[config.mk]
export PLATFORM = sky130hd
export DESIGN_NAME = mem_port_scheduler
export DESIGN_NICKNAME = d
export VERILOG_FILES = /design/src/rtl/mem_port_scheduler.sv
export SDC_FILE = /design/constraint.sdc
export NUM_CORES = 1
export LEC_CHECK = 0
export ABC_AREA = 1
export BUFFER_PORTS_ARGS = -buffer_cell sky130_fd_sc_hd__buf_2
export CORE_AREA = 8 8 128 130
export CTS_CLUSTER_SIZE = 16
export DETAILED_ROUTE_END_ITERATION = 10
export DIE_AREA = 0 0 136 138
export PLACE_DENSITY_LB_ADDON = 0.25
export SYNTH_ARGS = -nofsm -noshare
export SYNTH_HDL_FRONTEND = slang
export SYNTH_SLANG_ARGS = --single-unit
[constraint.sdc]
create_clock -name clk -period 2.6 [get_ports clk]
set_clock_uncertainty 0.15 [all_clocks]
set_input_delay 0.39 -clock clk [delete_from_list [all_inputs] [get_ports clk]]
set_output_delay 0.39 -clock clk [all_outputs]
set_load 0.05 [all_outputs]
[src/rtl/mem_port_scheduler.sv]
// Single-ported data-memory scheduler: arbitrates two load and two store buffers onto one port
// and returns load results over the CDB. Optional RAW hazard blocking: MEM_SCHED_RAW_CHECK_EN.
module mem_port_scheduler #(
  parameter int unsigned STARVE_LIMIT = 4
) (
  input  logic        clk,
  input  logic        rst_n,
  input  logic [1:0]  ld_req,
  input  logic [3:0]  ld_tag0,
  input  logic [3:0]  ld_tag1,
  input  logic [31:0] ld_addr0,
  input  logic [31:0] ld_addr1,
  output logic [1:0]  ld_ack,
  input  logic [1:0]  st_req,
  input  logic [31:0] st_addr0,
  input  logic [31:0] st_addr1,
  input  logic [31:0] st_data0,
  input  logic [31:0] st_data1,
  output logic [1:0]  st_ack,
  output logic        mem_we,
  output logic [31:0] mem_addr,
  output logic [31:0] mem_wdata,
  input  logic [31:0] mem_rdata,
  output logic        cdb_req,
  output logic [3:0]  cdb_tag,
  output logic [31:0] cdb_data,
  input  logic        cdb_grant,
  output logic        busy
);

  localparam logic [3:0] StarveMax = 4'(STARVE_LIMIT);

  typedef enum logic [1:0] {StIdle, StRead, StWaitCdb} state_e;

  state_e      state_q, state_d;
  logic        rr_q, rr_d;
  logic [3:0]  starve_cnt_q, starve_cnt_d;
  logic        cdb_req_q, cdb_req_d;
  logic [3:0]  cdb_tag_q, cdb_tag_d;
  logic [31:0] cdb_data_q, cdb_data_d;

  logic [1:0]  ld_elig;
  logic        st_grant, ld_grant;
  logic        ld_sel, st_sel;

`ifdef MEM_SCHED_RAW_CHECK_EN
  // A load may not bypass a pending store to the same address.
  logic [1:0] raw_hit;
  assign raw_hit[0] = (st_req[0] && (st_addr0 == ld_addr0)) ||
                      (st_req[1] && (st_addr1 == ld_addr0));
  assign raw_hit[1] = (st_req[0] && (st_addr0 == ld_addr1)) ||
                      (st_req[1] && (st_addr1 == ld_addr1));
  assign ld_elig    = ld_req & ~raw_hit;
`else
  assign ld_elig = ld_req;
`endif

  assign st_grant = (|st_req) && (!(|ld_elig) || (starve_cnt_q == StarveMax));
  assign ld_grant = (|ld_elig) && !st_grant;
  assign ld_sel   = (ld_elig == 2'b11) ? rr_q : ld_elig[1];
  assign st_sel   = !st_req[0];

  always_comb begin
    state_d      = state_q;
    rr_d         = rr_q;
    starve_cnt_d = starve_cnt_q;
    cdb_req_d    = cdb_req_q;
    cdb_tag_d    = cdb_tag_q;
    cdb_data_d   = cdb_data_q;
    ld_ack       = 2'b00;
    st_ack       = 2'b00;
    mem_we       = 1'b0;
    mem_addr     = '0;
    mem_wdata    = '0;

    unique case (state_q)
      StIdle: begin
        if (ld_grant) begin
          ld_ack    = ld_sel ? 2'b10 : 2'b01;
          mem_addr  = ld_sel ? ld_addr1 : ld_addr0;
          cdb_tag_d = ld_sel ? ld_tag1 : ld_tag0;
          rr_d      = !ld_sel;
          state_d   = StRead;
          if ((|st_req) && (starve_cnt_q < StarveMax)) begin
            starve_cnt_d = starve_cnt_q + 4'd1;
          end
        end else if (st_grant) begin
          st_ack       = st_sel ? 2'b10 : 2'b01;
          mem_we       = 1'b1;
          mem_addr     = st_sel ? st_addr1 : st_addr0;
          mem_wdata    = st_sel ? st_data1 : st_data0;
          starve_cnt_d = '0;
        end
      end
      StRead: begin
        cdb_data_d = mem_rdata;
        cdb_req_d  = 1'b1;
        state_d    = StWaitCdb;
      end
      StWaitCdb: begin
        if (cdb_grant) begin
          cdb_req_d = 1'b0;
          state_d   = StIdle;
        end
      end
      default: state_d = StIdle;
    endcase

    // Acks and writes are combinational, so block them while reset is asserted.
    if (!rst_n) begin
      ld_ack = 2'b00;
      st_ack = 2'b00;
      mem_we = 1'b0;
    end
  end

  always_ff @(posedge clk or negedge rst_n) begin
    if (!rst_n) begin
      state_q      <= StIdle;
      rr_q         <= 1'b0;
      starve_cnt_q <= '0;
      cdb_req_q    <= 1'b0;
      cdb_tag_q    <= '0;
      cdb_data_q   <= '0;
    end else begin
      state_q      <= state_d;
      rr_q         <= rr_d;
      starve_cnt_q <= starve_cnt_d;
      cdb_req_q    <= cdb_req_d;
      cdb_tag_q    <= cdb_tag_d;
      cdb_data_q   <= cdb_data_d;
    end
  end

  assign cdb_req  = cdb_req_q;
  assign cdb_tag  = cdb_tag_q;
  assign cdb_data = cdb_data_q;
  assign busy     = (state_q != StIdle);

endmodule

== Yosys cells after proc, flatten, opt, wreduce, memory -nomap -nowiden ==
Index checks and enable logic that the tools add are counted.
Cells by class
  $add $sub $neg: 1
  $lt $le $gt $ge: 1
  eq/ne operators: 7
  multiplexer cells: 32
  reductions and logical operators: 17
Operators by type and width (number)
  32-bit 2-to-1 mux: 9
  2-bit 2-to-1 mux: 11
  4-bit 2-to-1 mux: 4
  1-bit 2-to-1 mux: 6
  2-bit one-hot mux with 3 select lines: 1
  2-bit AND reduction: 3
  2-bit nonzero test: 3
  4-bit by 1-bit adder with 4-bit output (second input constant): 1
  2-bit == test (second input constant): 2
  4-bit by 3-bit == test with 1-bit output (second input constant): 1
  4-bit by 3-bit less-than comparator with 1-bit output (second input constant): 1
  2-bit != test (second input constant): 2
  2-bit OR reduction: 2
  1-bit logical AND: 3
  1-bit logical NOT: 3
  3-bit AND reduction: 1
  2-bit by 1-bit == test with 1-bit output (second input constant): 1
  2-bit logical NOT: 1
  2-bit by 1-bit != test with 1-bit output (second input constant): 1
  1-bit one-hot mux with 2 select lines: 1
  1-bit logical OR: 1
Storage, ports and cells
  bits in registers: 44
  bits of input ports: 239

== Depth between registers and ports, before layout ==
Gate-level depths: netlist (run 1).
  depth in word-level cells: 9
  gate-level depth with buffers: 9
  gate-level depth less buffers: 9

== Worst setup path before layout (run 1) ==
OpenSTA, ideal clock, no wires.
  path type: register to output
  start: register state_q[1]
  end: output port mem_wdata[24]
  arrival time: 2.377 ns
  data required time: 2.060 ns
  setup slack: -0.317 ns
  cell stages (with the launch flop): 5
  path buffers: 1
  path through: dfrtp_1 nor2_4 inv_2 clkbuf_1 a211oi_1
Between the ends
  longest elaborated chain between the ends: 2
RTL lines
  start: declaration: RTL line 35  | state_e state_q, state_d;
  start signal: assignment: RTL line 119  | state_q <= StIdle;
  start signal: assignment: RTL line 126  | state_q <= state_d;
  2-bit logical NOT: RTL line 76  | unique case (state_q)
  32-bit 2-to-1 mux: RTL line 76
  end: declaration: RTL line 22  | output logic [31:0] mem_wdata,
Every way passes these cells.

== Worst setup path after layout (run 1) ==
  start: register starve_cnt_q[0]
  end: output port mem_addr[3]
Between the ends
  longest elaborated chain between the ends: 7
RTL lines
  start: declaration: RTL line 37  | logic [3:0] starve_cnt_q, starve_cnt_d;
  start signal: assignment: RTL line 128  | starve_cnt_q <= starve_cnt_d;
  4-bit by 3-bit == test with 1-bit output (*): RTL line 58  | assign st_grant = (|st_req) && (!(|ld_elig) || (starve_cnt_q == StarveMax));
  1-bit logical OR (*): RTL line 58
  1-bit logical AND (*): RTL line 58
  1-bit logical NOT: RTL line 59  | assign ld_grant = (|ld_elig) && !st_grant;
  1-bit logical AND: RTL line 59
  32-bit 2-to-1 mux (*): RTL line 78  | if (ld_grant) begin
  32-bit 2-to-1 mux (*): RTL line 76
  end: declaration: RTL line 21  | output logic [31:0] mem_addr,
Every way passes the cells marked *; elsewhere a longest branch is shown, timed or not.

==> flow_metrics.env, run 1 <==
export IMPL_dp_cells=1149
export IMPL_period_share=0.968
export IMPL_synth_xor_area_frac=0
export IMPL_synthTopCellsByArea="nand2_1 (34%), dfrtp_1 (29%), o21ai_0 (5.6%), nand3_1 (5.0%), inv_1 (4.5%)"
export IMPL_drt_vias_per_instance=4.51
export IMPL_ys_types=21
export IMPL_cts_tree="yes"
export IMPL_critPathBufInv=3
export IMPL_worst_path_max_delay_cell="dfrtp_1"
export IMPL_critPathKind="register to output port"
export IMPL_crit_path_start_kind="register"
export IMPL_cp_depth=10
export IMPL_muxShareOfSynthArea=0
export IMPL_syn_cell_area_mm2=0.00382
export IMPL_cts_buffers=5
export IMPL_outcome="finished clean"
export IMPL_path_common_cell="nand2_1"
export IMPL_syn_avg_cell_area_um2=5.88
export IMPL_layout_min_cycle_time_ps=2520
export IMPL_routabilityCongestion=0.865
export IMPL_crit_end="mem_addr[3]"
export IMPL_drtPass1Iterations=4
export IMPL_cp_max_fo=27
export IMPL_pre_cts_ws_ps=195
export IMPL_maxCapViolCount=0
export IMPL_synth_net_count=891
export IMPL_synthAdderAreaFrac=0.00655
export IMPL_min_path_type="input pin to async pin"
export IMPL_clock_tree_root_cell="clkbuf_16"
export IMPL_layout_commonest_cell="nand2_1"
export IMPL_synth_top_family_by_area="simple AND/OR/NAND/NOR gates"
export IMPL_vias=5249
export IMPL_end_kind="output port"
export IMPL_ys_warnings_count=0
export IMPL_power_density_mw_per_mm2=1020
export IMPL_clk_pin_slew_ps=60
export IMPL_io_pins=346
export IMPL_fp_dieW_um=136
export IMPL_grt_max_degree=74
export IMPL_p_leak_nw=3.64
export IMPL_peakVddDrop_mv=0.745
export IMPL_clk_path_buf_depth=2
export IMPL_clock_sinks=44
export IMPL_row_count=44
export IMPL_die_y_um=138
export IMPL_hold_violations=0
export IMPL_wire_per_inst_um=16.8
export IMPL_cpPeakStageDelay_ps=400
export IMPL_cp_required_ps=2060
export IMPL_grt_util_all_layers=0.190
export IMPL_worstReg2RegEnd="starve_cnt_q[1]$_DFFE_PN0P_"
export IMPL_path_delay_family="buffers and inverters"
export IMPL_finalNonFillerCells=1163
export IMPL_clock_latency_ps=280
export IMPL_drt_wl_total_um=19500
export IMPL_design_core_area_mm2=0.0143
export IMPL_grt_antenna_before_repair=6
export IMPL_layout_common_cells="nand2_1 (347), buf_2 (317), inv_1 (45)"
export IMPL_hpwl_um=15700
export IMPL_area_delta_synth_final_pct=61.9
export IMPL_drv_slew=0
export IMPL_grt_remaining_overflow=0
export IMPL_arrival_ps=1980
export IMPL_timing_fmax_mhz=397
export IMPL_die_area_mm2=0.0188
export IMPL_detail_route_drc_violations=0
export IMPL_totalPowerFinal_mw=6.31
export IMPL_synth_top_area_share=0.342
export IMPL_grt_pass1_vias=5064
export IMPL_relSlewSlack=0.606
export IMPL_synth_simple_gate_area_frac=0.408
export IMPL_setup_slack_ps=82.6
export IMPL_worstReg2RegStart="starve_cnt_q[0]$_DFFE_PN0P_"
export IMPL_fillerInstances=1595
export IMPL_path_cells="inv_1 -> ha_1 -> nand3_2 -> nand2_1 -> nand2_2 -> buf_12 -> a21oi_1 -> nand2_1 -> nand2_1 -> buf_2"
export IMPL_final_setup_viol_count=0
export IMPL_ys_seq_elements=44
export IMPL_synth_cells=650
export IMPL_ys_seq_area_frac=0.288
export IMPL_fin_setup_tns_ps=0
export IMPL_ctsHtreeMaxLevel=2
export IMPL_grt_pass1_wl_um=28600
export IMPL_initial_core_util=0.267
export IMPL_drt_initial_drc_count=258
export IMPL_worst_pin_slew_ps=591
export IMPL_reg2reg_depth=10
export IMPL_postCtsSetupRepairBufs=0
export IMPL_ant_nets=0
export IMPL_r2r_setup_slack_ps=730
export IMPL_drive_gt1_frac=0.425
export IMPL_synth_largest_area_cell="nand2_1"
export IMPL_port_buffers=345
export IMPL_worstSetupStartpoint="starve_cnt_q[0]$_DFFE_PN0P_"
export IMPL_fin_nets=1214
export IMPL_synth_compound_area_frac=0.184
[through the flow]
| step | instance area (um^2) | util | hold WS (ps) |
|---|---|---|---|
| detailed placement | 5840 | 0.408 | 304 |
| global placement | 5840 | 0.408 | 301 |
| global route | 6190 | 0.432 | 106 |
| floorplan | 3890 | - | -55.6 |
| finish | 6190 | 0.432 | 51.8 |
| CTS | 6020 | 0.421 | 69.9 |
[repair_timing]
item                                    4_1_cts  5_1_grt
endpoints found under the setup margin        2       37
gates cloned                                  0        1
resized for setup                             2       58
pin swaps                                     0        0
hold buffers                                  0        0
[synth_stat cells]
cell type  number
a211oi_1       20
a211oi_2       12
a21oi_1        33
buf_1           3
buf_2          20
buf_4           7
buf_6           2
clkbuf_1       16
dfrtp_1        44
ha_1            2
inv_1          46
inv_2           3
nand2_1       348
nand3_1        38
nor2_1          5
nor2_2          1
nor2_4          2
nor3_1          3
o21ai_0        43
o21ai_1         1
o21bai_4        1
[sequential cells by signal, summed over array words and instances, names as in the netlist]
signal	flops
rr_q	1
cdb_tag	4
starve_cnt_q	4
cdb_req	1
cdb_data	32
state_q	2
[report_power, final]
group / switching, mW / total, mW / internal [mW]
Clock: 0.276 / 0.733 / 0.457
Sequential: 0.181 / 1.19 / 1.01
Combinational: 3.27 / 4.39 / 1.12
[area by class of cell]
type / count / area, um^2 / area share
Multi-Input combinational cell: 509 / 2410 / 0.390
Timing Repair Buffer: 364 / 2070 / 0.335
Sequential cell: 44 / 1100 / 0.178
Tap cell: 184 / 230 / 0.0372
Inverter: 49 / 184 / 0.0297
Clock buffer: 5 / 125 / 0.0202
Clock inverter: 3 / 46.3 / 0.00748
Antenna cell: 5 / 12.5 / 0.00202
[cells by family (layout without fill, tap and decap cells)]
kind of cell,Yosys count,count (layout)
AO/OA/AOI/OAI,110,110
other,0,5
adder cells (fa/ha/maj),2,2
AND/OR/NAND/NOR,397,397
buffers and inverters,97,421
flip-flops,44,44
[layer usage]
layer	track usage	vias to the layer above	routed length, um
met5	0	-	9
met4	0.0538	2	382
met3	0.0598	23	1840
met2	0.344	201	9910
li1	-	2696	-
met1	0.205	2327	7360
[worst min path at each step]
stage	end	cells after the start
2_1_floorplan	cdb_data[0]$_DFFE_PN0P_	0
3_3_place_gp	cdb_data[18]$_DFFE_PN0P_	2
3_5_place_dp	cdb_data[9]$_DFFE_PN0P_	2
4_1_cts	cdb_data[12]$_DFFE_PN0P_	2
5_1_grt	cdb_data[12]$_DFFE_PN0P_	2
6_report	cdb_data[9]$_DFFE_PN0P_	2
(Power assumes the default switching activity.)
==> inputs of run 2 (changes only) <==
- CORE_AREA: 8 8 128 130 -> 8 8 127 129
- DIE_AREA: 0 0 136 138 -> 0 0 135 137
- clock period: 2.6 -> 2.3 ns (I/O delays scaled with it)
==> flow_metrics.env, run 2 (same netlist as run 1, synthesis figures left out) <==
export IMPL_outcome="complete, but fails checks"
export IMPL_violations="negative setup slack"
export IMPL_peakVddDrop_mv=0.918
export IMPL_drtPass1Iterations=5
export IMPL_power_density_mw_per_mm2=1110
export IMPL_grt_util_all_layers=0.206
export IMPL_largest_register_ffs=32
export IMPL_hold_slack_ps=12.1
export IMPL_grt_setup_unrepaired="true"
export IMPL_design_core_area_mm2=0.0142
export IMPL_relSlewSlack=0.630
export IMPL_wire_per_inst_um=17.2
export IMPL_layout_commonest_cell="nand2_1"
export IMPL_critPathKind="register to output port"
export IMPL_io_pins=346
export IMPL_cts_tree="yes"
export IMPL_fin_nets=1234
export IMPL_die_area_mm2=0.0185
export IMPL_grt_pass1_wl_um=30200
export IMPL_hpwl_um=15000
export IMPL_cts_buffers=5
export IMPL_grt_max_degree=45
export IMPL_maxCapViolCount=0
export IMPL_final_setup_viol_count=20
export IMPL_min_path_type="input pin to async pin"
export IMPL_clock_tree_root_cell="clkbuf_16"
export IMPL_cp_max_fo=7
export IMPL_hold_buffers=0
export IMPL_grt_antenna_before_repair=5
export IMPL_clock_latency_ps=280
export IMPL_port_buffers=345
export IMPL_drv_slew=0
export IMPL_hold_violations=0
export IMPL_ant_nets=0
export IMPL_drt_vias_per_instance=4.71
export IMPL_dp_cells=1153
export IMPL_layout_min_cycle_time_ps=2330
export IMPL_worst_pin_slew_ps=554
export IMPL_die_y_um=137
export IMPL_clk_path_buf_depth=2
export IMPL_timing_fmax_mhz=430
export IMPL_detail_route_drc_violations=0
export IMPL_layout_common_cells="nand2_1 (291), buf_2 (277), dfrtp_1 (44)"
export IMPL_p_leak_nw=4.05
export IMPL_grt_pass1_vias=5630
export IMPL_row_count=44
export IMPL_drive_gt1_frac=0.530
export IMPL_initial_core_util=0.269
export IMPL_clk_pin_slew_ps=60
export IMPL_setup_slack_ps=-26.7
export IMPL_r2r_setup_slack_ps=560
export IMPL_area_delta_synth_final_pct=96.3
export IMPL_vias=5570
export IMPL_clock_sinks=44
export IMPL_routabilityCongestion=0.889
export IMPL_fp_dieW_um=135
export IMPL_ctsHtreeMaxLevel=2
export IMPL_end_kind="output port"
export IMPL_finalNonFillerCells=1182
export IMPL_drt_wl_total_um=20300
export IMPL_period_share=1.01
export IMPL_pre_cts_ws_ps=76.2
export IMPL_cp_required_ps=1800
export IMPL_drt_initial_drc_count=272
export IMPL_crit_path_start_kind="register"
export IMPL_arrival_ps=1830
export IMPL_grt_remaining_overflow=0
[run 2: metrics by stage]
stage | power, mW | instance area [um^2] | setup TNS (ps) | utilization
6_report | 8.31 | 7500 | -235 | 0.528
5_1_grt | 8.82 | 7500 | -4180 | 0.528
4_1_cts | 8.16 | 7200 | -1830 | 0.507
3_5_place_dp | 6.47 | 6110 | 0 | 0.430
3_3_place_gp | 6.44 | 6110 | 0 | 0.430
2_1_floorplan | 5.03 | 4080 | -2500 | -
[run 2: routing by layer]
layer,track usage,wire length (um),vias to the layer above
met4,0.0654,507,2
met3,0.0422,1670,41
li1,-,-,2723
met5,0,13,-
met2,0.375,10600,249
met1,0.235,7520,2555
[run 2: area by class of cell]
cell class | count | area [um^2]
Timing Repair Buffer | 384 | 2830
Clock inverter | 3 | 42.5
Multi-Input combinational cell | 509 | 2970
Inverter | 49 | 196
Clock buffer | 5 | 125
Fill cell | 1420 | 6700
Sequential cell | 44 | 1100
Tap cell | 184 | 230
Antenna cell | 4 | 10.0
[run 2: power by group]
part / switching (mW) / internal [mW] / total, mW
logic: 4.21 / 1.94 / 6.15
registers: 0.211 / 1.14 / 1.36
clock network: 0.291 / 0.510 / 0.801
[run 2: worst paths after layout]
path                                                   from                           to  cells after the start
worst max-delay path            starve_cnt_q[0]$_DFFE_PN0P_                  mem_addr[4]                     11
worst max register to register  starve_cnt_q[0]$_DFFE_PN0P_  starve_cnt_q[2]$_DFFE_PN0P_                     10
min in group clk                              mem_rdata[23]     cdb_data[23]$_DFFE_PN0P_                      3
worst min-delay path                                  rst_n     cdb_data[15]$_DFFE_PN0P_                      2
max in group asynchronous                             rst_n       cdb_tag[1]$_DFFE_PN0P_                      2
worst min register to register     cdb_data[17]$_DFFE_PN0P_     cdb_data[17]$_DFFE_PN0P_                      2
[run 2: timing repair]
item,4_1_cts,5_1_grt
setup endpoints to repair,69,69
pin swaps,36,17
gates cloned,7,0
setup buffers,8,3
gates resized for setup,202,87
[run 2: critical path, stage by stage, from the launching register on]
cell and delay (ps):
dfrtp_1 390, inv_2 80, ha_4 130, nand3_4 70
o21bai_4 140, nand2_1 80, inv_2 100, buf_12 130
buf_16 140, nand2_2 60, nand2_2 90, buf_8 150
==> inputs of run 3 (changes only) <==
- CORE_AREA: 8 8 127 129 -> 8 8 129 131
- DIE_AREA: 0 0 135 137 -> 0 0 137 139
- HOLD_SLACK_MARGIN: default -> 0.03
- SKIP_CTS_REPAIR_TIMING: default -> 1
- clock period: 2.3 -> 2.4 ns (I/O delays scaled with it)
==> flow_metrics.env, run 3 (same netlist as run 1, synthesis figures left out) <==
export IMPL_crit_path_start_kind="register"
export IMPL_critPathKind="register to output port"
export IMPL_drive_gt1_frac=0.482
export IMPL_cp_max_fo=8
export IMPL_area_delta_synth_final_pct=76.0
export IMPL_layout_min_cycle_time_ps=2400
export IMPL_period_share=1.00
export IMPL_detail_route_drc_violations=0
export IMPL_hold_violations=0
export IMPL_drv_slew=0
export IMPL_io_pins=346
export IMPL_fin_setup_tns_ps=-4.78
export IMPL_critPathBufInv=4
export IMPL_port_buffers=345
export IMPL_largest_register_ffs=32
export IMPL_power_density_mw_per_mm2=1090
export IMPL_hpwl_um=15500
export IMPL_cts_tree="yes"
export IMPL_grt_max_degree=51
export IMPL_design_core_area_mm2=0.0148
export IMPL_ctsHtreeMaxLevel=2
export IMPL_setup_slack_ps=-2.71
export IMPL_drt_wl_total_um=20100
export IMPL_worst_path_max_delay_cell="dfrtp_1"
export IMPL_routabilityCongestion=0.940
export IMPL_drt_vias_per_instance=4.57
export IMPL_violations="negative setup slack"
export IMPL_arrival_ps=1890
export IMPL_layout_commonest_cell="nand2_1"
export IMPL_path_delay_family="buffers and inverters"
export IMPL_cts_buffers=5
export IMPL_cpPeakStageDelay_ps=400
export IMPL_clock_sinks=44
export IMPL_wire_per_inst_um=17.0
export IMPL_min_path_type="input pin to async pin"
export IMPL_row_count=45
export IMPL_clk_path_buf_depth=2
export IMPL_die_y_um=139
export IMPL_path_common_cell="buf_6"
export IMPL_drt_initial_drc_count=279
export IMPL_worstReg2RegStart="starve_cnt_q[0]$_DFFE_PN0P_"
export IMPL_ant_nets=0
export IMPL_grt_pass1_vias=5228
export IMPL_grt_util_all_layers=0.189
export IMPL_p_leak_nw=3.78
export IMPL_fp_dieW_um=137
export IMPL_cp_required_ps=1890
export IMPL_maxCapViolCount=0
export IMPL_grt_remaining_overflow=0
export IMPL_dpl_cell_area_mm2=0.00594
export IMPL_vias=5390
export IMPL_final_area_mm2=0.00672
export IMPL_totalPowerFinal_mw=7.34
export IMPL_clk_pin_slew_ps=70
export IMPL_grt_setup_unrepaired="true"
export IMPL_end_kind="output port"
export IMPL_drtPass1Iterations=4
export IMPL_grt_antenna_before_repair=1
export IMPL_initial_core_util=0.259
export IMPL_worstReg2RegEnd="starve_cnt_q[2]$_DFFE_PN0P_"
export IMPL_worst_pin_slew_ps=559
export IMPL_final_setup_viol_count=3
export IMPL_clock_latency_ps=270
export IMPL_r2r_setup_slack_ps=690
export IMPL_peakVddDrop_mv=0.856
export IMPL_fin_nets=1231
export IMPL_grt_pass1_wl_um=28900
export IMPL_layout_common_cells="nand2_1 (325), buf_2 (302), dfrtp_1 (44)"
export IMPL_reg2reg_depth=9
export IMPL_relSlewSlack=0.627
export IMPL_path_cells="inv_2 -> ha_4 -> nand3_4 -> o21bai_4 -> clkinv_4 -> buf_6 -> nand3_1 -> nand2_1 -> buf_6"
export IMPL_clock_tree_root_cell="clkbuf_16"
export IMPL_timing_fmax_mhz=416
export IMPL_outcome="complete, but fails checks"
export IMPL_die_area_mm2=0.0190
==> run 3: cell types whose count changed in the layout (fill, tap and decap cells not counted), sizes merged <==
cell	before	now
buf	382	378
diode	4	1
bufinv	1	0
clkbuf	7	8
clkinv	1	2
clkinvlp	1	2
inv	49	48
==> run 3: area by class of cell <==
class | instances | area (um^2)
multi-input cells | 509 | 2660
flip-flops and latches | 44 | 1100
repair buffers | 380 | 2350
repair inverters | 1 | 16.3
well taps | 188 | 235
fillers | 1582 | 8030
diodes | 1 | 2.50
inverters | 49 | 205
clock buffers | 6 | 139
clock inverters | 2 | 15.0
==> run 3: layer usage <==
metal / track usage / routed length, um / vias up
met2: 0.341 / 10300 / 234
met5: 0 / 0 / -
met4: 0.0395 / 367 / 0
li1: - / - / 2724
met1: 0.220 / 7660 / 2406
met3: 0.0420 / 1680 / 26
==> run 3: per-stage QoR <==
stage / hold WS (ps) / setup WS, ps / instances / utilization
CTS: 57.3 / -340 / 1170 / 0.413
detailed placement: 303 / -30.6 / 1162 / 0.402
finish: 37.6 / -2.71 / 1180 / 0.456
floorplan: -85.6 / -418 / 650 / -
global route: 87.7 / -99.0 / 1180 / 0.456
global placement: 299 / 4.07 / 1162 / 0.402
==> run 3: worst max-delay path by stage <==
| stage | endpoint | from | slack, ps | cells past startpoint |
|---|---|---|---|---|
| 4_1_cts | mem_addr[6] | starve_cnt_q[0]$_DFFE_PN0P_ | -340 | 9 |
| 5_1_grt | mem_addr[4] | starve_cnt_q[0]$_DFFE_PN0P_ | -100 | 9 |
| 3_5_place_dp | mem_addr[6] | starve_cnt_q[0]$_DFFE_PN0P_ | -30 | 9 |
| 3_3_place_gp | mem_addr[30] | ld_req[0] | 4 | 9 |
| 6_report | mem_addr[4] | starve_cnt_q[0]$_DFFE_PN0P_ | -3 | 9 |
| 2_1_floorplan | mem_wdata[10] | starve_cnt_q[0]$_DFFE_PN0P_ | -420 | 8 |
==> run 3: power by group <==
part | switching (mW) | internal, mW
clock network | 0.278 | 0.414
logic | 3.84 | 1.51
registers | 0.204 | 1.10
